<file path="src/rtl/seg_display_arbiter_if.sv">
// Bus between the two display requesters and seg_display_arbiter.
// Carries the request/grant handshake, both digit buses and the registered display outputs.
interface seg_display_arbiter_if;
   // req[i] is a level: held high for as long as requester i wants the display.
   // grant[i] is registered and one-hot: it rises only after a full blank interval.
   // It falls on the same edge that blank rises. There is no per-transfer ready.
   logic [1:0]  req;
   logic [15:0] val_a;
   logic [15:0] val_b;
   logic [1:0]  grant;
   logic [3:0]  val3;
   logic [3:0]  val2;
   logic [3:0]  val1;
   logic [3:0]  val0;
   logic        blank;
   logic [1:0]  state;   // debug view of the arbiter FSM: 0 idle, 1 blank, 2 own

   modport master (
      output req, val_a, val_b,
      input  grant, val3, val2, val1, val0, blank, state
   );

   modport slave (
      input  req, val_a, val_b,
      output grant, val3, val2, val1, val0, blank, state
   );
endinterface

</file>
<file path="src/rtl/seg_display_arbiter.sv">
// Round-robin owner of the quad seven-segment display, with a hold time and a blank gap between owners.
// Optional macro SEG_ARB_PREEMPT_EN: requester A preempts B's remaining hold time.
module seg_display_arbiter #(
   parameter int HOLD_CYC  = 6000000,
   parameter int BLANK_CYC = 60000,
   parameter int CNT_W     = 24
) (
   input  logic                  clk,
   input  logic                  rst_n,
   seg_display_arbiter_if.slave  bus
);

   typedef enum logic [1:0] {IDLE = 2'd0, BLANK = 2'd1, OWN = 2'd2} state_t;

   localparam logic [CNT_W-1:0] HOLD_LOAD  = CNT_W'(HOLD_CYC - 1);
   localparam logic [CNT_W-1:0] BLANK_LOAD = CNT_W'(BLANK_CYC - 1);

   state_t             state_q, state_d;
   logic               pend_q, pend_d;
   logic               owner_q, owner_d;
   logic               last_q, last_d;
   logic [CNT_W-1:0]   cnt_q, cnt_d;
   logic [1:0]         grant_q, grant_d;
   logic [15:0]        vals_q, vals_d;
   logic               blank_q, blank_d;

   logic               own_req, oth_req, pend_req, alt_req, preempt, leave;
   logic [15:0]        owner_bus, pend_bus;

   assign own_req   = bus.req[owner_q];
   assign oth_req   = bus.req[~owner_q];
   assign pend_req  = bus.req[pend_q];
   assign alt_req   = bus.req[~pend_q];
   assign owner_bus = owner_q ? bus.val_b : bus.val_a;
   assign pend_bus  = pend_q  ? bus.val_b : bus.val_a;

`ifdef SEG_ARB_PREEMPT_EN
   assign preempt = owner_q & bus.req[0];
`else
   assign preempt = 1'b0;
`endif

   // A release always wins over a contention decided in the same cycle; both lead to the same target.
   assign leave = !own_req || (oth_req && ((cnt_q == '0) || preempt));

   always_comb begin
      state_d = state_q;
      pend_d  = pend_q;
      owner_d = owner_q;
      last_d  = last_q;
      cnt_d   = cnt_q;
      grant_d = grant_q;
      vals_d  = vals_q;
      blank_d = blank_q;
      case (state_q)
         IDLE: begin
            grant_d = 2'b00;
            blank_d = 1'b1;
            vals_d  = 16'h0000;
            if (bus.req != 2'b00) begin
               pend_d  = (bus.req == 2'b11) ? ~last_q : bus.req[1];
               state_d = BLANK;
               cnt_d   = BLANK_LOAD;
            end
         end
         BLANK: begin
            grant_d = 2'b00;
            blank_d = 1'b1;
            vals_d  = 16'h0000;
            if (!pend_req) begin
               if (alt_req) begin
                  pend_d = ~pend_q;
                  cnt_d  = BLANK_LOAD;
               end else begin
                  state_d = IDLE;
               end
            end else if (cnt_q == '0) begin
               state_d = OWN;
               owner_d = pend_q;
               last_d  = pend_q;
               grant_d = pend_q ? 2'b10 : 2'b01;
               blank_d = 1'b0;
               vals_d  = pend_bus;
               cnt_d   = HOLD_LOAD;
            end else begin
               cnt_d = cnt_q - 1'b1;
            end
         end
         OWN: begin
            if (leave) begin
               state_d = oth_req ? BLANK : IDLE;
               pend_d  = ~owner_q;
               cnt_d   = BLANK_LOAD;
               grant_d = 2'b00;
               blank_d = 1'b1;
               vals_d  = 16'h0000;
            end else begin
               blank_d = 1'b0;
               vals_d  = owner_bus;
               cnt_d   = (cnt_q == '0) ? '0 : cnt_q - 1'b1;
            end
         end
         default: begin
            state_d = IDLE;
            grant_d = 2'b00;
            blank_d = 1'b1;
            vals_d  = 16'h0000;
         end
      endcase
   end

   // last_q resets to B so that A wins the first simultaneous request.
   always_ff @(posedge clk or negedge rst_n) begin
      if (!rst_n) begin
         state_q <= IDLE;
         pend_q  <= 1'b0;
         owner_q <= 1'b0;
         last_q  <= 1'b1;
         cnt_q   <= '0;
         grant_q <= 2'b00;
         vals_q  <= 16'h0000;
         blank_q <= 1'b1;
      end else begin
         state_q <= state_d;
         pend_q  <= pend_d;
         owner_q <= owner_d;
         last_q  <= last_d;
         cnt_q   <= cnt_d;
         grant_q <= grant_d;
         vals_q  <= vals_d;
         blank_q <= blank_d;
      end
   end

   assign bus.grant = grant_q;
   assign bus.val3  = vals_q[15:12];
   assign bus.val2  = vals_q[11:8];
   assign bus.val1  = vals_q[7:4];
   assign bus.val0  = vals_q[3:0];
   assign bus.blank = blank_q;
   assign bus.state = state_q;

endmodule
</file>
<file path="src/flat_wrapper.sv">
// flat-port wrapper written by rule: the top's interface ports become plain ports
module seg_display_arbiter_flat 
#(
   parameter int HOLD_CYC  = 6000000,
   parameter int BLANK_CYC = 60000,
   parameter int CNT_W     = 24
)
  (clk, rst_n, bus_req, bus_val_a, bus_val_b, bus_grant, bus_val3, bus_val2, bus_val1, bus_val0, bus_blank, bus_state);
  seg_display_arbiter_if bus_i ();
  input  logic clk;
  input  logic rst_n;
  input wire logic [$bits(bus_i.req)-1:0] bus_req;
  input wire logic [$bits(bus_i.val_a)-1:0] bus_val_a;
  input wire logic [$bits(bus_i.val_b)-1:0] bus_val_b;
  output wire logic [$bits(bus_i.grant)-1:0] bus_grant;
  output wire logic [$bits(bus_i.val3)-1:0] bus_val3;
  output wire logic [$bits(bus_i.val2)-1:0] bus_val2;
  output wire logic [$bits(bus_i.val1)-1:0] bus_val1;
  output wire logic [$bits(bus_i.val0)-1:0] bus_val0;
  output wire logic [$bits(bus_i.blank)-1:0] bus_blank;
  output wire logic [$bits(bus_i.state)-1:0] bus_state;
  assign bus_i.req = bus_req;
  assign bus_i.val_a = bus_val_a;
  assign bus_i.val_b = bus_val_b;
  assign bus_grant = bus_i.grant;
  assign bus_val3 = bus_i.val3;
  assign bus_val2 = bus_i.val2;
  assign bus_val1 = bus_i.val1;
  assign bus_val0 = bus_i.val0;
  assign bus_blank = bus_i.blank;
  assign bus_state = bus_i.state;
  seg_display_arbiter #(.HOLD_CYC(HOLD_CYC), .BLANK_CYC(BLANK_CYC), .CNT_W(CNT_W)) u_core (.clk(clk), .rst_n(rst_n), .bus(bus_i));
endmodule
</file>
<file path="config.mk">
export PLATFORM = sky130hd
export DESIGN_NAME = seg_display_arbiter_flat
export DESIGN_NICKNAME = d
export VERILOG_FILES = /design/src/rtl/seg_display_arbiter_if.sv /design/src/rtl/seg_display_arbiter.sv /design/src/flat_wrapper.sv
export SDC_FILE = /design/constraint.sdc
export NUM_CORES = 1
export LEC_CHECK = 0
export CAP_MARGIN = 15
export CORE_AREA = 4 4 85 102
export CTS_CLUSTER_DIAMETER = 40
export CTS_CLUSTER_SIZE = 14
export DETAILED_ROUTE_END_ITERATION = 7
export DIE_AREA = 0 0 89 106
export HOLD_SLACK_MARGIN = 0.1
export PLACE_DENSITY_LB_ADDON = 0.05
export SYNTH_ARGS = -nofsm -noshare
export SYNTH_HDL_FRONTEND = slang
export SYNTH_SLANG_ARGS = --single-unit
export TNS_END_PERCENT = 5
</file>
<file path="constraint.sdc">
create_clock -name clk -period 2 [get_ports clk]
set_clock_uncertainty 0.05 [all_clocks]
set_input_delay 0.4 -clock clk [delete_from_list [all_inputs] [get_ports clk]]
set_output_delay 0.4 -clock clk [all_outputs]
set_load 0.1 [all_outputs]
</file>
==> Yosys cells after proc, flatten, opt, wreduce, memory -nomap -nowiden <==
Cells that the tools add are included.
{ "totals": {"register_bits": 48, "latchBits": 0, "ram_bits": 0, "rom_bits": 0, "inputBits": 36, "word_cells": 80, "mem_count": 0} }
{ "op_classes": {"add_sub_neg": 1, "n_mul": 0, "div": 0, "order_cmp": 4, "eq_ne": 10, "shifts": 0, "n_mux": 43, "bitwise_logic": 3, "reduce_logical": 11} }
{ "op_table": {"columns": ["cell", "count"], "rows": [
  ["$mux W24", 6],
  ["$mux W16", 5],
  ["$pmux W24 S3", 1],
  ["$pmux W16 S2", 1],
  ["$logic_not A24 Y1", 1],
  ["$sub A24 B1 Y24 const B", 1],
  ["$mux W2", 9],
  ["$mux W1", 17],
  ["$lt A1 B2 Y1 const B", 4],
  ["$ne A2 B1 Y1 const B", 3],
  ["$pmux W2 S3", 1],
  ["$reduce_and A3 Y1", 2],
  ["$reduce_and A5 Y1", 1],
  ["$eq A2 B2 Y1 const B", 2],
  ["$pmux W2 S2", 1],
  ["$reduce_and A4 Y1", 1],
  ["$ne A3 B1 Y1 const B", 1],
  ["$ne A3 B2 Y1 const B", 1],
  ["$ne A3 B3 Y1 const B", 1],
  ["$not A1 Y1", 3],
  ["$pmux W1 S3", 1],
  ["$reduce_bool A3 Y1", 1],
  ["$eq A2 B1 Y1 const B", 1],
  ["$logic_not A2 Y1", 1],
  ["6 further kinds", 6]
]} }

==> Logic depth before layout (Yosys ltp) <==
{ "depth": {"word_depth": 7, "ltp_mapped": 9, "depth_no_buf": 7} }

==> Least setup slack after synthesis <==
No wires, ideal clock.
{ "synth_timing": {"path_type": "reg-to-reg", "startpoint": "register u_core.state_q[1] (netlist: u_core.bus.state[1])", "endpoint": "register u_core.cnt_q[16]", "setup_time_ns": 0.087, "arrival_time_ns": 2.670, "slack_ns": -0.807, "path_stages_with_launch": 9, "period_less_slack_ns": 2.807, "path_cell_list": "dfrtp_1 > inv_1 > ha_1 > or2_2 > a21oi_1 > clkbuf_1 > and2_0 > o21ai_1 > o211ai_1"} }
{ "synth_via": {"elab_chain_cells": 3} }
{ "synth_lines": {"columns": ["element", "line_no", "text"], "rows": [
  ["start: declaration", "seg_display_arbiter.sv:18", "state_t state_q, state_d;"],
  ["start signal: assignment", "seg_display_arbiter.sv:124", "state_q <= state_d;"],
  ["$eq A2 B1 Y1 (tied with other cells)", "seg_display_arbiter.sv:55", "case (state_q)"],
  ["$ne A3 B1 Y1 (no source line) (tied with other cells)", null, null],
  ["$reduce_and A3 Y1 (no source line)", null, null],
  ["end signal: assignment", "seg_display_arbiter.sv:128", "cnt_q <= cnt_d;"],
  ["end: declaration", "seg_display_arbiter.sv:22", "logic [CNT_W-1:0] cnt_q, cnt_d;"]
]} }
Parallel ways exist; a longest one is shown, timed or not.
A chain may end at the register's enable or synchronous reset.

==> Worst setup path after layout <==
{ "layout_timing": {"startpoint": "register u_core.cnt_q[5]", "endpoint": "register u_core.cnt_q[23]"} }
{ "layout_via": {"elab_chain_cells": 5} }
{ "layout_lines": {"columns": ["element", "line_no"], "rows": [
  ["parallel branches: the longest is 4 deep, another holds $sub A24 B1 Y24", null],
  ["$pmux W24 S3 (*)", "seg_display_arbiter.sv:55"]
]} }
Every way passes the cells marked *.

==> flow_metrics.tcl <==
set metrics [dict create \
    ys_seq_elements 48 \
    clk_pin_slew_worst_paths_ns 0.11 \
    drt_iter0_drc 162 \
    pre_cts_slack_ns -0.232 \
    peakVddDrop_mv 0.628 \
    timing.hold.ws_ns 0.424 \
    drc 0 \
    chipWidth_um 89 \
    gp_congestion 0.864 \
    firstDrtPassIters 4 \
    clock_sinks 48 \
    synth-xor-area-share_pct 0 \
    worstPathCellList "nor4_4 > nand3_2 > or4_4 > or4_1 > mux2i_1" \
    post-route-period-util_pct 106 \
    num_rows 35 \
    required_ns 2.19 \
    clockBufferDepth 2 \
    startpoint_type "register" \
    synth_top_area_cell "dfrtp_1" \
    cts_buffers 5 \
    fin_crit_ns 2.11 \
    core_area_um2 7660 \
    final_net_count 540 \
    ys_types 63 \
    min_to "u_core.last_q" \
    vias 3371 \
    io_buffers 56 \
    syn_area_um2 3300 \
    powerDensity_nw_per_um2 1080 \
    die_area_um2 9430 \
    synth_compound_area_share_pct 19.2 \
    clock_latency_ns 0.31 \
    track_usage_pct 21.2 \
    place_hpwl_mm 7.48 \
    violations "setup timing" \
    synthCells 366 \
    via_per_inst 5.70 \
    drv_slew 0 \
    fmax_mhz 474 \
    hold_viol_final 0 \
    overflow 0 \
    die_h_um 106 \
    finalWorstSetupSlack_ns -0.112 \
    crit_slowest_cell "or4_4" \
    reg2regPathDepth 5 \
    antenna_found_initial 0 \
    reg2reg_slack_ns -0.11 \
    syn_area_per_cell_um2 9.02 \
    detail-route-antenna-nets 0 \
    tightest_slew_ns 0.434 \
    synth_edf_count 0 \
    synth_simple_gate_area_share_pct 24.3 \
    wirelength_mm 9.92 \
    status "finished with violations" \
    fillers 638 \
    synthArstFlopShare_pct 100 \
    stdcell_area_um2 4980 \
    synth_top_area_share_pct 34.9 \
    n_antenna_cell 0 \
    synth_most_common_cell "dfrtp_1" \
    max_cap_violations 0 \
    multi_input_area_um2 2190 \
    synth_top_family_by_area "simple AND/OR/NAND/NOR gates" \
    critPathMaxStageDelay_ns 0.50 \
    cts_tree "yes" \
    yosys_warnings 0 \
    grt_pass1_wl_mm 16.1 \
    placed_cell_area_um2 4560 \
    slew_headroom_pct 70.8 \
    grt_max_degree 49 \
    r2r-end "u_core.cnt_q[23]" \
    finalCoreUtilization_pct 65.0 \
    synth_nets 408 \
    wl_per_cell_um 16.8 \
    cp_max_fo 3 \
    h-tree-depth 2 \
    synth_ff_type "dfrtp_1" \
    rsz0062_at_grt "true" \
    start_util_pct 43.1 \
    drive_above_1_share_pct 37.9 \
    critPathArrivalTime_ns 2.30 \
    synthAdderAreaFrac_pct 2.27 \
    tns_ns -0.376 \
    synthToLayoutAreaGrowth_pct 50.9 \
    cts-root-buf "clkbuf_8" \
    setup_viol 10 \
    end_kind "register" \
    final-seq-area_um2 1210 \
    grt_pass1_vias 3460 \
    synth_common_cells "dfrtp_1 (46), mux2i_1 (37), nand2_1 (32)" \
    crit_type "register to register" \
    r2r_start "u_core.cnt_q[5]" \
    hold_path.startpoint "u_core.last_q" \
    synthTopCellsByArea "dfrtp_1 (35%), mux2i_1 (11%), o22ai_1 (4.5%)" \
    muxShareOfSynthArea_pct 12.6 \
    hold_path_class "register to register" \
    power_leakage_nw 2.11 \
    ioPinCount 57 \
    holdPathStages 2 \
    setup.worst_path.start "u_core.cnt_q[5]" \
    synth-seq-area-share_pct 36.5 \
]
placed cells by master (no fill, tap or decap), types with 6 or more instances in the layout:
| cell | n |
|---|---|
| nand4_1 | 8 |
| and2_1 | 16 |
| o21ai_0 | 6 |
| inv_1 | 12 |
| nand3_1 | 6 |
| o22ai_1 | 22 |
| nor2_1 | 23 |
| mux2i_1 | 36 |
| nand2_1 | 32 |
| clkdlybuf4s50_1 | 33 |
| o211ai_1 | 7 |
| buf_4 | 104 |
| a31oi_1 | 6 |
| dfrtp_1 | 44 |
metrics by stage:
step / power [W] / cells
after floorplan: 0.00314 / 366
after global placement: 0.00429 / 580
after detailed placement: 0.00433 / 580
after CTS: 0.00519 / 589
after global routing: 0.00573 / 591
final: 0.00539 / 591
cells by family after synthesis:
kind of cell | count (synthesis)
flops | 48
compound gates | 91
simple gates | 140
fa+ha+maj | 6
mux | 41
buf+inv | 40
area by class of cell:
cell class | count | area share [%]
multi-input cells | 278 | 44.0
repair buffers | 149 | 25.8
flip-flops and latches | 48 | 24.3
well taps | 92 | 2.31
clock buffers | 5 | 1.38
inverters | 16 | 1.26
clock inverters | 3 | 0.954
power by group:
part	switching [W]	leakage, nW	internal, W	total, W
clock	0.000368	0.0583	0.000377	0.000746
sequential	0.000153	0.617	0.00115	0.00130
combinational	0.00184	1.43	0.00150	0.00334
total	0.00236	2.11	0.00303	0.00539
state kept, by name (all words and copies together) (netlist names):
register	cells
u_core.cnt_q	24
u_core.last_q	1
u_core.bus.state	2
u_core.owner_q	1
u_core.pend_q	1
u_core.bus.grant	2
u_core.vals_q	16
u_core.bus.blank	1
how the worst max path moves through the flow:
stage | slack (ns) | to | cells past startpoint
finish | -0.11 | u_core.cnt_q[23] | 5
global placement | -0.21 | u_core.vals_q[5] | 7
floorplan | -0.14 | u_core.cnt_q[23] | 6
CTS | -0.16 | u_core.cnt_q[23] | 5
global route | -0.18 | u_core.cnt_q[23] | 5
detailed placement | -0.23 | u_core.bus.state[1] | 5
worst max-delay path, delay by kind of cell, from the launching register on:
| kind | cells | cell delay (ns) |
|---|---|---|
| DFF | 1 | 0.43 |
| muxes | 1 | 0.13 |
| and+or+nand+nor | 4 | 1.43 |
repair_timing:
action                                 CTS  global route
setup endpoints to repair               43            44
gates resized for setup                 19            38
endpoints found under the hold margin   46             0
setup buffers                            0             2
pin swaps                                2            15
hold buffers                             1             0
layer usage:
layer	GRT usage, %	vias to the layer above	wire length, um
met5	0	-	0
met4	5.64	0	155
met3	3.18	11	349
met2	39.1	70	5360
met1	25.0	1648	4060
li1	-	1642	-
Note: power is estimated with default switching activity, not from simulation.
